[config.mk]
export PLATFORM = sky130hd
export DESIGN_NAME = stage3_result_collector
export DESIGN_NICKNAME = d
export VERILOG_FILES = /design/src/rtl/stage3_result_collector.sv
export SDC_FILE = /design/constraint.sdc
export NUM_CORES = 1
export LEC_CHECK = 0
export BUFFER_PORTS_ARGS = -buffer_cell sky130_fd_sc_hd__buf_2
export CORE_UTILIZATION = 25
export DETAILED_ROUTE_END_ITERATION = 7
export PLACE_DENSITY_LB_ADDON = 0.12
export SLEW_MARGIN = 40
export SYNTH_ARGS = -nofsm -noshare
export SYNTH_HDL_FRONTEND = slang
export SYNTH_SLANG_ARGS = --single-unit
[constraint.sdc]
create_clock -name clk -period 4.39 [get_ports clk]
set_clock_uncertainty 0.05 [all_clocks]
set_input_delay 0.439 -clock clk [delete_from_list [all_inputs] [get_ports clk]]
set_output_delay 0.439 -clock clk [all_outputs]
set_load 0.02 [all_outputs]
[src/rtl/stage3_result_collector.sv]
// Stage-3 FC result collector: captures one frame of class scores,
// tracks the running argmax and hands the winner to the host link.
module stage3_result_collector #(
    parameter int NUM_CLASS = 3,
    parameter int VAL_BW    = 20,
    parameter int IDX_BW    = (NUM_CLASS > 1) ? $clog2(NUM_CLASS) : 1
) (
    input  logic                     clk,
    input  logic                     reset,
    input  logic                     i_valid,
    input  logic signed [VAL_BW-1:0] i_value,
    input  logic [IDX_BW-1:0]        i_index,
    output logic                     o_result_valid,
    input  logic                     i_result_ready,
    output logic [IDX_BW-1:0]        o_class_idx,
    output logic signed [VAL_BW-1:0] o_max_value,
    output logic                     o_err,
    output logic                     o_overrun,
    input  logic [IDX_BW-1:0]        i_rd_addr,
    output logic signed [VAL_BW-1:0] o_rd_data
);

    typedef enum logic [1:0] {
        IDLE,
        COLLECT,
        HOLD
    } state_t;

    localparam logic [IDX_BW-1:0] LAST_IDX = IDX_BW'(NUM_CLASS - 1);
    localparam bit SINGLE = (NUM_CLASS == 1);

    state_t state, state_nxt;

    logic signed [VAL_BW-1:0] scores [NUM_CLASS];
    logic signed [VAL_BW-1:0] best_val;
    logic [IDX_BW-1:0]        best_idx;
    logic [IDX_BW-1:0]        exp_idx;

    logic start, cont, bad, drop, done, take, wr_en;
    logic signed [VAL_BW-1:0] cand_val;
    logic [IDX_BW-1:0]        cand_idx;

    // Classify the incoming beat against the current state
    always_comb begin
        start = 1'b0;
        cont  = 1'b0;
        bad   = 1'b0;
        drop  = 1'b0;
        unique case (state)
            IDLE: begin
                start = i_valid && (i_index == '0);
                bad   = i_valid && (i_index != '0);
            end
            COLLECT: begin
                cont = i_valid && (i_index == exp_idx);
                bad  = i_valid && (i_index != exp_idx);
            end
            HOLD: begin
                start = i_valid && i_result_ready && (i_index == '0);
                bad   = i_valid && i_result_ready && (i_index != '0);
                drop  = i_valid && !i_result_ready;
            end
            default: ;
        endcase
    end

    // Running argmax candidate; strict compare keeps the lowest index on ties
    always_comb begin
        wr_en    = start || cont;
        done     = (cont && (i_index == LAST_IDX)) || (start && SINGLE);
        take     = cont && (i_value > best_val);
        cand_val = best_val;
        cand_idx = best_idx;
        if (start) begin
            cand_val = i_value;
            cand_idx = '0;
        end else if (take) begin
            cand_val = i_value;
            cand_idx = i_index;
        end
    end

    // State register
    always_ff @(posedge clk or posedge reset) begin
        if (reset) state <= IDLE;
        else       state <= state_nxt;
    end

    // Next-state logic
    always_comb begin
        state_nxt = state;
        unique case (state)
            IDLE: begin
                if (start) state_nxt = SINGLE ? HOLD : COLLECT;
            end
            COLLECT: begin
                if (done)     state_nxt = HOLD;
                else if (bad) state_nxt = IDLE;
            end
            HOLD: begin
                if (i_result_ready)
                    state_nxt = start ? (SINGLE ? HOLD : COLLECT) : IDLE;
            end
            default: state_nxt = IDLE;
        endcase
    end

    // Output decode
    always_comb begin
        o_result_valid = (state == HOLD);
    end

    // Score buffer, argmax tracking, result latch and status flags
    always_ff @(posedge clk or posedge reset) begin
        if (reset) begin
            best_val    <= '0;
            best_idx    <= '0;
            exp_idx     <= '0;
            o_class_idx <= '0;
            o_max_value <= '0;
            o_err       <= 1'b0;
            o_overrun   <= 1'b0;
            for (int k = 0; k < NUM_CLASS; k++) scores[k] <= '0;
        end else begin
            o_err <= bad;
            if (drop) o_overrun <= 1'b1;
            if (wr_en) begin
                best_val <= cand_val;
                best_idx <= cand_idx;
                if (done)       exp_idx <= '0;
                else if (start) exp_idx <= IDX_BW'(1);
                else            exp_idx <= exp_idx + IDX_BW'(1);
            end else if (bad) begin
                exp_idx <= '0;
            end
            if (done) begin
                o_class_idx <= cand_idx;
                o_max_value <= cand_val;
            end
            for (int k = 0; k < NUM_CLASS; k++)
                if (wr_en && (i_index == IDX_BW'(k))) scores[k] <= i_value;
        end
    end

    // Combinational readback; out-of-range addresses read as zero
    always_comb begin
        o_rd_data = '0;
        for (int k = 0; k < NUM_CLASS; k++)
            if (i_rd_addr == IDX_BW'(k)) o_rd_data = scores[k];
    end

endmodule

## After elaboration in Yosys (flattened, before gate mapping)

Cells that the tools add are included.

- Order comparisons: 1
- Equality and inequality tests: 11
- Reduce and logical (&&, ||, !) cells: 21
- Add/subtract/negate cells: 1
- Mux-type cells: 20

Operators with widths:

| operator | count |
|---|---|
| $mux W20 | 5 |
| $gt A20 B20 Y1 | 1 |
| $mux W2 | 9 |
| $logic_and A1 B1 Y1 | 13 |
| $eq A2 B1 Y1 const B | 3 |
| $eq A2 B2 Y1 const B | 3 |
| $logic_not A2 Y1 | 3 |
| $pmux W2 S3 | 1 |
| $reduce_bool A2 Y1 | 2 |
| $mux W1 | 3 |
| $ne A3 B3 Y1 const B | 1 |
| $pmux W1 S3 | 1 |
| $reduce_and A3 Y1 | 1 |
| $add A2 B1 Y2 const B | 1 |
| $eq A2 B2 Y1 | 1 |
| $ne A2 B1 Y1 const B | 1 |
| $ne A2 B2 Y1 | 1 |
| $ne A2 B2 Y1 const B | 1 |
| $pmux W1 S2 | 1 |
| $logic_not A1 Y1 | 1 |
| $logic_or A1 B1 Y1 | 1 |

- Bits of input ports: 28
- Register bits: 110
- Output and inout port bits: 45

## Longest topological paths before layout

Gate-level depths: netlist (run 1).

- Depth after elaboration: 6
- Gate-level depth with buffers: 11
- Gate-level depth less buffers: 9

## Worst setup path after synthesis (run 1)

Ideal clock, no wire load.

- Path kind: input port to flip-flop
- Start: input i_value[19]
- End: register best_val[10]
- Stages on the path: 10
- Required time: 4.215 ns
- Setup time: 0.125 ns
- Arrival time: 2.404 ns
- Slack: 1.811 ns
- Cells stage by stage: ha_1 -> nand2_1 -> or3_1 -> o41ai_1 -> a21oi_1 -> o31a_1 -> buf_6 -> nand2b_4 -> buf_6 -> mux2_4

- Longest elaborated chain between the ends: 4

Ends and longest elaborated chain:

| item | RTL line | source |
|---|---|---|
| start: declaration | 11 | `input logic signed [VAL_BW-1:0] i_value,` |
| $gt A20 B20 Y1 | 71 | `take = cont && (i_value > best_val);` |
| $logic_and A1 B1 Y1 | 71 |  |
| $mux W20 | 77 | `end else if (take) begin` |
| $mux W20 | 74 | `if (start) begin` |
| end signal: assignment | 128 | `best_val <= cand_val;` |
| end: declaration | 35 | `logic signed [VAL_BW-1:0] best_val;` |

Every way passes these cells.
A chain may end at the register's enable or synchronous reset.

## Worst setup path after layout (run 1)

- Start: register state[1]
- End: register best_val[19]

- Longest elaborated chain between the ends: 5
- Elaborated cells between the ends (all ways): 9
- Classes of those cells: 2 x eq/ne; 4 x mux; 3 x reduce/logical

Ends and longest elaborated chain:

| item | RTL line | source |
|---|---|---|
| start: declaration | 32 | `state_t state, state_nxt;` |
| start signal: assignment | 86 | `else state <= state_nxt;` |
| $eq A2 B1 Y1 | 49 | `unique case (state)` |
| $mux W1 | 49 |  |
| $logic_and A1 B1 Y1 | 71 |  |
| $mux W20 | 77 |  |
| $mux W20 | 74 |  |

Parallel ways exist; a longest one is shown, timed or not.

==> impl_metrics.yaml, run 1 <==
outcome:
  status: "finished, final reports clean"
finish:
  drive_above_1_share_pct: 28.72
  final_common_cell: "dfrtp_1"
  n_antenna_cell: 0
  layout.cells.non_filler: 839
  area_delta_synth_final_pct: 18.76
  layout.nets: 607
  final_cell_mix: "dfrtp_1 (110), nand2_1 (92), buf_2 (72), mux2_2 (40), mux2i_1 (40)"
logic_synthesis:
  postSynthAreaPerCell_sq_um: 10.85
  yosysWarnings: 0
  synth_edf_count: 0
  syn_area_sq_um: 5350
  synthArstFlopShare_pct: 100.0
  ys_types: 34
  synthesis.instances: 493
  synth_seq_area_share_pct: 51.45
  synthFlopType: "dfrtp_1"
  synthesis.nets: 541
  synth-seq-cells: 110
timing:
  holdWs_ps: 60.43
  max_freq_mhz: 343.5
  hold_viol: 0
  rsz0062_at_grt: "no"
  worst_slew_pin_slew_ps: 775.7
  period_needed_ps: 2911
  finalSetupTns_ps: 0
  setup_violations: 0
  finalMaxSlewViolations: 0
  slew_headroom_pct: 48.29
  timing.final.crit_share_pct: 66.32
floorplan:
  rows: 53
  die_h_microns: 148.3
  start_util_pct: 25.45
  die_w_microns: 148.3
  die-area_sq_um: 21990
  coreArea_sq_um: 21020
  ioPinCount: 73
clock_network:
  cts_inserted_buffers: 9
  cts-root-buf: "clkbuf_16"
  cts.htree.levels: 3
  postCtsSetupBuffers: 0
  clk_latency_ps: 350
  cts_resized: 0
  cts.clk_slew.worst_paths_ps: 80
  clockBufferDepth: 2
  hold_buffers: 0
  cts_sinks: 110
  cts_tree: "built"
setup_path:
  timing.rr.end: "best_val[19]"
  end_kind: "flop"
  reg2reg_depth: 7
  startpoint_type: "flop"
  r2r_slack_ps: 1480
  crit_arrival_ps: 3100
  rr_startpoint: "state[1]"
  crit_type: "flop to flop"
  path_max_fanout: 21
  required_ps: 4580
route:
  wirelength_microns: 14140
  drc: 0
  dr.pass1.iters: 6
  drtAntennaViolNets: 0
  viasPerCell: 4.510
  num_vias: 3784
  drt-initial-drc-count: 132
  wl_per_cell_microns: 16.85
global_routing:
  grt_pass1_vias: 3940
  grt_overflow_total: 0
  grt_pass1_wl_microns: 22560
  grt_use_total_pct: 13.74
  grt_max_degree: 40
  antenna_found_initial: 0
worst_hold_path:
  hp-class: "input pin to async pin"
pwr:
  power_density_nw_per_um2: 452.1
  ir_worst_vdd_v: 0.0001721
  p_leak_nw: 3.132
place:
  port_buffers: 72
  gp_congestion: 0.7406
  dp_hpwl_microns: 9507
  dpl.cell_count: 823
run:
  max_cap_violations: 0
critical path, cell delays in order (launching register included):
cell and delay, ps:
dfrtp_1 390, nand3b_1 310, nor4_1 730, o41ai_1 190, a21oi_1 150, o31a_1 170
nand2b_4 430, mux2_2 380
routing by layer:
| metal | GRT usage [%] | share of wire [%] |
|---|---|---|
| met1 | 17.73 | 47 |
| met2 | 22.93 | 48 |
| met3 | 3.681 | 3.5 |
| met4 | 2.938 | 0.66 |
| met5 | 0 | 0 |
where the power goes:
part | switching, mW | internal, mW | leakage, nW | total, mW
Combinational | 0.341 | 0.346 | 1.55 | 0.687
Sequential | 0.120 | 1.20 | 1.43 | 1.32
Clock | 0.396 | 0.467 | 0.151 | 0.863
cells in the mapped netlist, types with 16 or more instances:
cell type | number | area [sq um]
nor2_1 | 23 | 86.33
mux2i_1 | 40 | 400.4
mux2_4 | 19 | 285.3
ha_1 | 20 | 250.2
mux2_2 | 40 | 450.4
a21oi_1 | 34 | 170.2
dfrtp_1 | 110 | 2753
o21ai_0 | 33 | 165.2
inv_1 | 26 | 97.59
nand2_1 | 92 | 345.3
clkbuf_1 | 16 | 60.06
per-stage QoR:
stage	utilization [%]	area, sq um	worst slack [ps]	power (mW)
6_report	30.22	6354	1479	2.873
5_1_grt	30.22	6354	1167	3.059
4_1_cts	30.22	6354	1447	2.928
3_5_place_dp	28.74	6042	1367	2.041
3_3_place_gp	28.61	6013	1410	2.020
2_1_floorplan	-	5350	998.7	1.836
sequential cells by signal, indices dropped and copies added (netlist names):
name,flops
scores,60
best_val,20
o_max_value,20
best_idx,2
exp_idx,2
o_class_idx,2
state,2
o_err,1
o_overrun,1
cell families (layout without fill, tap and decap cells):
kind of cell,after synthesis,after routing,synth area share [%]
buffers and inverters,51,122,4.186
muxes,99,99,21.23
and+or+nand+nor,135,135,10.50
xor gates and xnor gates,1,1,0.1637
AOI/OAI and AO/OA,77,77,7.788
adders and majority gates,20,20,4.677
DFF,110,110,51.45
worst max-delay path by stage:
stage / from / end / cells after the start
CTS: state[1] / best_val[19] / 7
global placement: i_value[14] / best_val[12] / 9
detailed placement: i_valid / best_val[19] / 8
floorplan: reset / best_idx[0] / 1
global route: state[1] / best_val[19] / 7
finish: state[1] / best_val[19] / 7
cell type report:
type                            count  area, sq um
Multi-Input combinational cell    332         2392
Sequential cell                   110         2753
Clock inverter                      6        72.57
Timing Repair Buffer               80        452.9
Clock buffer                       10        239.0
Tap cell                          275        344.1
Inverter                           26        100.1
Fill cell                        2189        14670
Power figures use the tool's default switching activity.
==> inputs of run 2 (changes only) <==
==> constraint.sdc (replaced) <==
create_clock -name clk -period 2.34 [get_ports clk]
set_clock_uncertainty 0.05 [all_clocks]
set_input_delay 0.234 -clock clk [delete_from_list [all_inputs] [get_ports clk]]
set_output_delay 0.234 -clock clk [all_outputs]
set_load 0.02 [all_outputs]
==> impl_metrics.yaml, run 2 (synthesis gave the netlist of run 1 again) <==
clock_network:
  cts-root-buf: "clkbuf_16"
  cts_tree: "built"
  cts.htree.levels: 3
  cts_sinks: 110
  cts_inserted_buffers: 9
  clk_latency_ps: 360
  cts.clk_slew.worst_paths_ps: 70
  hold_buffers: 0
  clockBufferDepth: 2
global_routing:
  grt_overflow_total: 0
  grt_max_degree: 111
  grt_use_total_pct: 14.78
  use_met1_pct: 18.71
  grt_pass1_wl_microns: 24340
  antenna_found_initial: 1
  globalRouteMet3Util_pct: 3.006
  grt-busiest-layer: "met2"
  grt_pass1_vias: 4351
  use_met2_pct: 24.86
floorplan:
  die_h_microns: 148.3
  die-area_sq_um: 21990
  die_w_microns: 148.3
  rows: 53
  start_util_pct: 25.45
  ioPinCount: 73
  coreArea_sq_um: 21020
setup_path:
  slowest_delay_ps: 360
  end_kind: "flop"
  critical_path_buf_inv_count: 2
  crit_type: "flop to flop"
  slowest_stage: "dfrtp_1"
  cp_cell_sequence: "inv_2 > ha_4 > nand4_1 > or3_4 > a21oi_2 > o31a_1 > o31a_1 > nand2b_4 > clkbuf_16 > mux2_4"
  crit_arrival_ps: 2640
  cpLargestDelayFamily: "simple AND/OR/NAND/NOR gates"
  startpoint_type: "flop"
  worst_path_most_repeated_cell: "o31a_1"
  required_ps: 2540
  path_max_fanout: 5
timing:
  finalSetupTns_ps: -1960
  setup_violations: 32
  holdWs_ps: -8.901
  hold_viol: 3
  period_needed_ps: 2443
  fin_ws_ps: -102.8
  rsz0062_at_grt: "yes"
  worst_slew_pin_slew_ps: 636.0
  finalMaxSlewViolations: 0
  timing.final.crit_share_pct: 104.4
  max_freq_mhz: 409.4
  slew_headroom_pct: 57.60
place:
  gp_congestion: 0.7432
  dp_hpwl_microns: 9953
  dpl.cell_count: 864
  dpl_worst_slack_ps: -192.5
  port_buffers: 72
outcome:
  violations: "negative hold slack, negative setup slack"
  status: "finished with violations"
route:
  wl_per_cell_microns: 17.43
  viasPerCell: 4.501
  dr.pass1.iters: 5
  drtAntennaViolNets: 0
  wirelength_microns: 15510
  drc: 0
  num_vias: 4006
  drt-initial-drc-count: 162
pwr:
  switching_share_pct: 29.33
  p_int_mw: 4.195
  clkPwrFrac_pct: 28.4
  p_seq_share_pct: 41.6
  power_density_nw_per_um2: 836.9
  ir_worst_vdd_v: 0.0004035
  switching_power_mw: 1.740
  p_leak_nw: 3.452
  finalPower_mw: 5.935
  power_frac_comb_pct: 30.0
worst_hold_path:
  hp-class: "input pin to async pin"
finish:
  fillers: 2134
  register_area_sq_um: 2753
  top_regs: "scores: 60 flops, best_val: 20 flops, o_max_value: 20 flops"
  drive_above_1_share_pct: 39.41
  final_cell_mix: "dfrtp_1 (110), nand2_1 (91), buf_2 (72), buf_4 (44), mux2_2 (39)"
  layout.nets: 657
  largest_register_ffs: 60
  multi_input_area_sq_um: 2595
  final_common_cell: "dfrtp_1"
  area_delta_synth_final_pct: 32.55
  layout.cells.non_filler: 890
  regMostFlops: "scores"
run:
  max_cap_violations: 0
[run 2: cell types whose count changed in the layout (fill, tap and decap cells not counted), moves of 5 or more]
| cell | delta |
|---|---|
| buf_4 | +38 |
| a21oi_2 | +8 |
| buf_12 | +7 |
| ha_4 | +5 |
| mux2i_4 | +5 |
| a21oi_1 | -8 |
| ha_1 | -5 |
| mux2i_2 | +5 |
| mux2i_1 | -10 |
[run 2: per-stage QoR]
step,cell area [sq um],util (%)
after floorplan,5383,-
after global placement,6410,30.49
after detailed placement,6410,30.49
after CTS,6932,32.97
after global routing,7089,33.72
final,7092,33.74
[run 2: repair_timing]
action | CTS | global route
gates resized for setup | 32 | 18
gates cloned | 1 | 3
buffers inserted | 3 | 2
pin swaps | 5 | 23
endpoints found under the setup margin | 40 | 44
endpoints found under the hold margin | 0 | 0
[run 2: layer usage]
layer  vias to the layer above  part of all wire [%]
met1                      2001                    47
met2                        71                    48
met5                         -                     0
met4                         0                   1.8
met3                        17                   3.6
li1                       1917                     -
[run 2: final timing paths]
path | depth (start not counted) | slack (ps) | from | end
setup / recovery | 10 | -100 | best_val[15] | best_val[8]
setup reg to reg | 10 | -100 | best_val[15] | best_val[8]
hold / removal | 3 | -9 | reset | o_max_value[17]
min in group clk | 2 | 70 | i_valid | o_overrun
max in group asynchronous | 3 | 1760 | reset | scores[43]
hold reg to reg | 1 | 400 | o_overrun | o_overrun
[run 2: layout make-up]
cell class              instances  share of cell area, %
inverters                      26                  1.429
well taps                     275                  4.852
multi-input cells             332                  36.59
diodes                          1                0.03529
clock buffers                  12                  3.476
clock inverters                 4                 0.9880
repair buffers                130                  13.81
flip-flops and latches        110                  38.81
[run 2: power by group through the flow]
stage                     Clock (mW)  Combinational (mW)  Sequential (mW)
final                           1.68                1.78             2.47
after global routing            1.81                1.97             2.52
after CTS                       1.74                1.73             2.46
after detailed placement           0                1.58             2.49
after global placement             0                1.56             2.48
after floorplan                    0               0.984             2.47
[run 2: worst reg2reg max path, cell delays in order (launching register included)]
cell	delay, ps
dfrtp_1	360
inv_2	50
ha_4	260
nand4_1	120
or3_4	360
a21oi_2	110
o31a_1	140
o31a_1	160
nand2b_4	230
clkbuf_16	190
mux2_4	300
==> inputs of run 3 (changes only) <==
--- a/config.mk
+++ b/config.mk
@@ -6,9 +6,11 @@
 export NUM_CORES = 1
 export LEC_CHECK = 0
 export BUFFER_PORTS_ARGS = -buffer_cell sky130_fd_sc_hd__buf_2
+export CELL_PAD_IN_SITES_DETAIL_PLACEMENT = 0
+export CELL_PAD_IN_SITES_GLOBAL_PLACEMENT = 1
 export CORE_UTILIZATION = 25
 export DETAILED_ROUTE_END_ITERATION = 7
-export PLACE_DENSITY_LB_ADDON = 0.12
+export PLACE_DENSITY_LB_ADDON = 0.1
 export SLEW_MARGIN = 40
 export SYNTH_ARGS = -nofsm -noshare
 export SYNTH_HDL_FRONTEND = slang
==> impl_metrics.yaml, run 3 (synthesis gave the netlist of run 1 again) <==
outcome:
  status: "finished with violations"
  violations: "negative hold slack, negative setup slack"
clock_network:
  clk_latency_ps: 360
  clockBufferDepth: 2
  cts.htree.levels: 3
  cts-root-buf: "clkbuf_16"
  cts.clk_slew.worst_paths_ps: 70
  hold_buffers: 0
  cts_inserted_buffers: 9
  cts_tree: "built"
  cts_sinks: 110
floorplan:
  ioPinCount: 73
  die_h_microns: 148.3
  rows: 53
  start_util_pct: 25.45
  coreArea_sq_um: 21020
  die-area_sq_um: 21990
  die_w_microns: 148.3
worst_hold_path:
  hp-class: "input pin to async pin"
timing:
  max_freq_mhz: 408.9
  rsz0062_at_grt: "yes"
  period_needed_ps: 2446
  timing.final.crit_share_pct: 104.5
  holdWs_ps: -53.73
  slew_headroom_pct: 55.71
  hold_viol: 10
  worst_slew_pin_slew_ps: 664.3
  finalMaxSlewViolations: 0
  setup_violations: 40
  fin_ws_ps: -105.7
  finalSetupTns_ps: -2646
setup_path:
  path_max_fanout: 8
  required_ps: 2530
  crit_type: "flop to flop"
  crit_arrival_ps: 2630
  end_kind: "flop"
  rr_startpoint: "best_val[13]"
  timing.rr.end: "best_val[17]"
  r2r_slack_ps: -110
  startpoint_type: "flop"
  reg2reg_depth: 10
finish:
  regMostFlops: "scores"
  top_regs: "scores: 60 flops, best_val: 20 flops, o_max_value: 20 flops"
  largest_register_ffs: 60
  area_delta_synth_final_pct: 31.97
  layout.cells.non_filler: 896
  layout.nets: 664
  final_common_cell: "dfrtp_1"
  drive_above_1_share_pct: 38.33
  n_antenna_cell: 0
  final_cell_mix: "dfrtp_1 (110), nand2_1 (92), buf_2 (72), buf_4 (52), mux2_2 (39)"
global_routing:
  grt_max_degree: 111
  grt_pass1_vias: 4295
  grt_overflow_total: 0
  antenna_found_initial: 1
  grt_use_total_pct: 14.52
  grt_pass1_wl_microns: 23780
route:
  wirelength_microns: 15070
  num_vias: 3959
  drtAntennaViolNets: 0
  dr.pass1.iters: 4
  viasPerCell: 4.419
  drc: 0
  drt-initial-drc-count: 105
  wl_per_cell_microns: 16.82
place:
  port_buffers: 72
  dpl.cell_count: 874
  gp_congestion: 0.7921
  dp_hpwl_microns: 10350
pwr:
  p_leak_nw: 3.453
  ir_worst_vdd_v: 0.0003630
  power_density_nw_per_um2: 823.0
run:
  max_cap_violations: 0
## run 3: cell types whose count changed in the layout (fill, tap and decap cells not counted), moves of 2 or more
cell,before,now
a21oi_1,26,30
a21oi_2,8,4
buf_12,8,12
buf_4,44,52
clkbuf_16,12,10
mux2i_1,30,36
mux2i_2,5,0
## run 3: stage by stage
step           cell area [sq um]  hold WS [ps]  utilization (%)  power, mW  worst slack [ps]
2_1_floorplan               5383         289.4                -      3.459            -43.95
3_3_place_gp                6535         391.2            31.09      4.106            -185.7
3_5_place_dp                6535         402.3            31.09      4.132            -240.6
4_1_cts                     6968         26.54            33.15      5.870            -159.3
5_1_grt                     7061         22.80            33.59      6.203            -229.5
6_report                    7061        -53.73            33.59      5.811            -105.7
## run 3: critical path, stage by stage, from the launching register on
cell and delay (ps):
dfrtp_1 370, inv_2 50, ha_4 260, nand4_1 130, or3_4 390, a21oi_2 110
o31a_1 140, o31a_1 170, nand2b_4 200, buf_12 150, mux2_4 300
## run 3: cell type report
cell class / count / area (sq um)
flip-flops and latches: 110 / 2753
well taps: 275 / 344.1
clock buffers: 10 / 229.0
repair buffers: 137 / 1016
inverters: 26 / 101.3
clock inverters: 6 / 67.56
fillers: 2142 / 13960
multi-input cells: 332 / 2550
## run 3: layer usage
layer	up-vias	global-route usage (%)	share of wire (%)
li1	1927	-	-
met1	1959	18.02	47
met2	62	25.45	49
met3	9	3.528	3.4
met4	2	2.938	0.55
met5	-	0	0.086
## run 3: worst max path at each step
stage	startpoint	cells after the start	endpoint	slack (ps)
floorplan	best_val[1]	11	best_val[0]	-40
global placement	best_val[15]	10	o_max_value[1]	-190
detailed placement	i_value[14]	10	o_max_value[1]	-240
CTS	best_val[12]	11	o_max_value[1]	-160
global route	best_val[14]	10	best_val[17]	-230
finish	best_val[13]	10	best_val[17]	-110
## run 3: power by group
part	internal (mW)	switching, mW
clock	0.840	0.747
sequential	2.26	0.199
combinational	0.960	0.809
## run 3: timing repair
action | CTS | global route
cloned | 0 | 1
pin swaps | 13 | 4
endpoints found under the setup margin | 42 | 44
buffers inserted | 4 | 1
resized for setup | 23 | 11
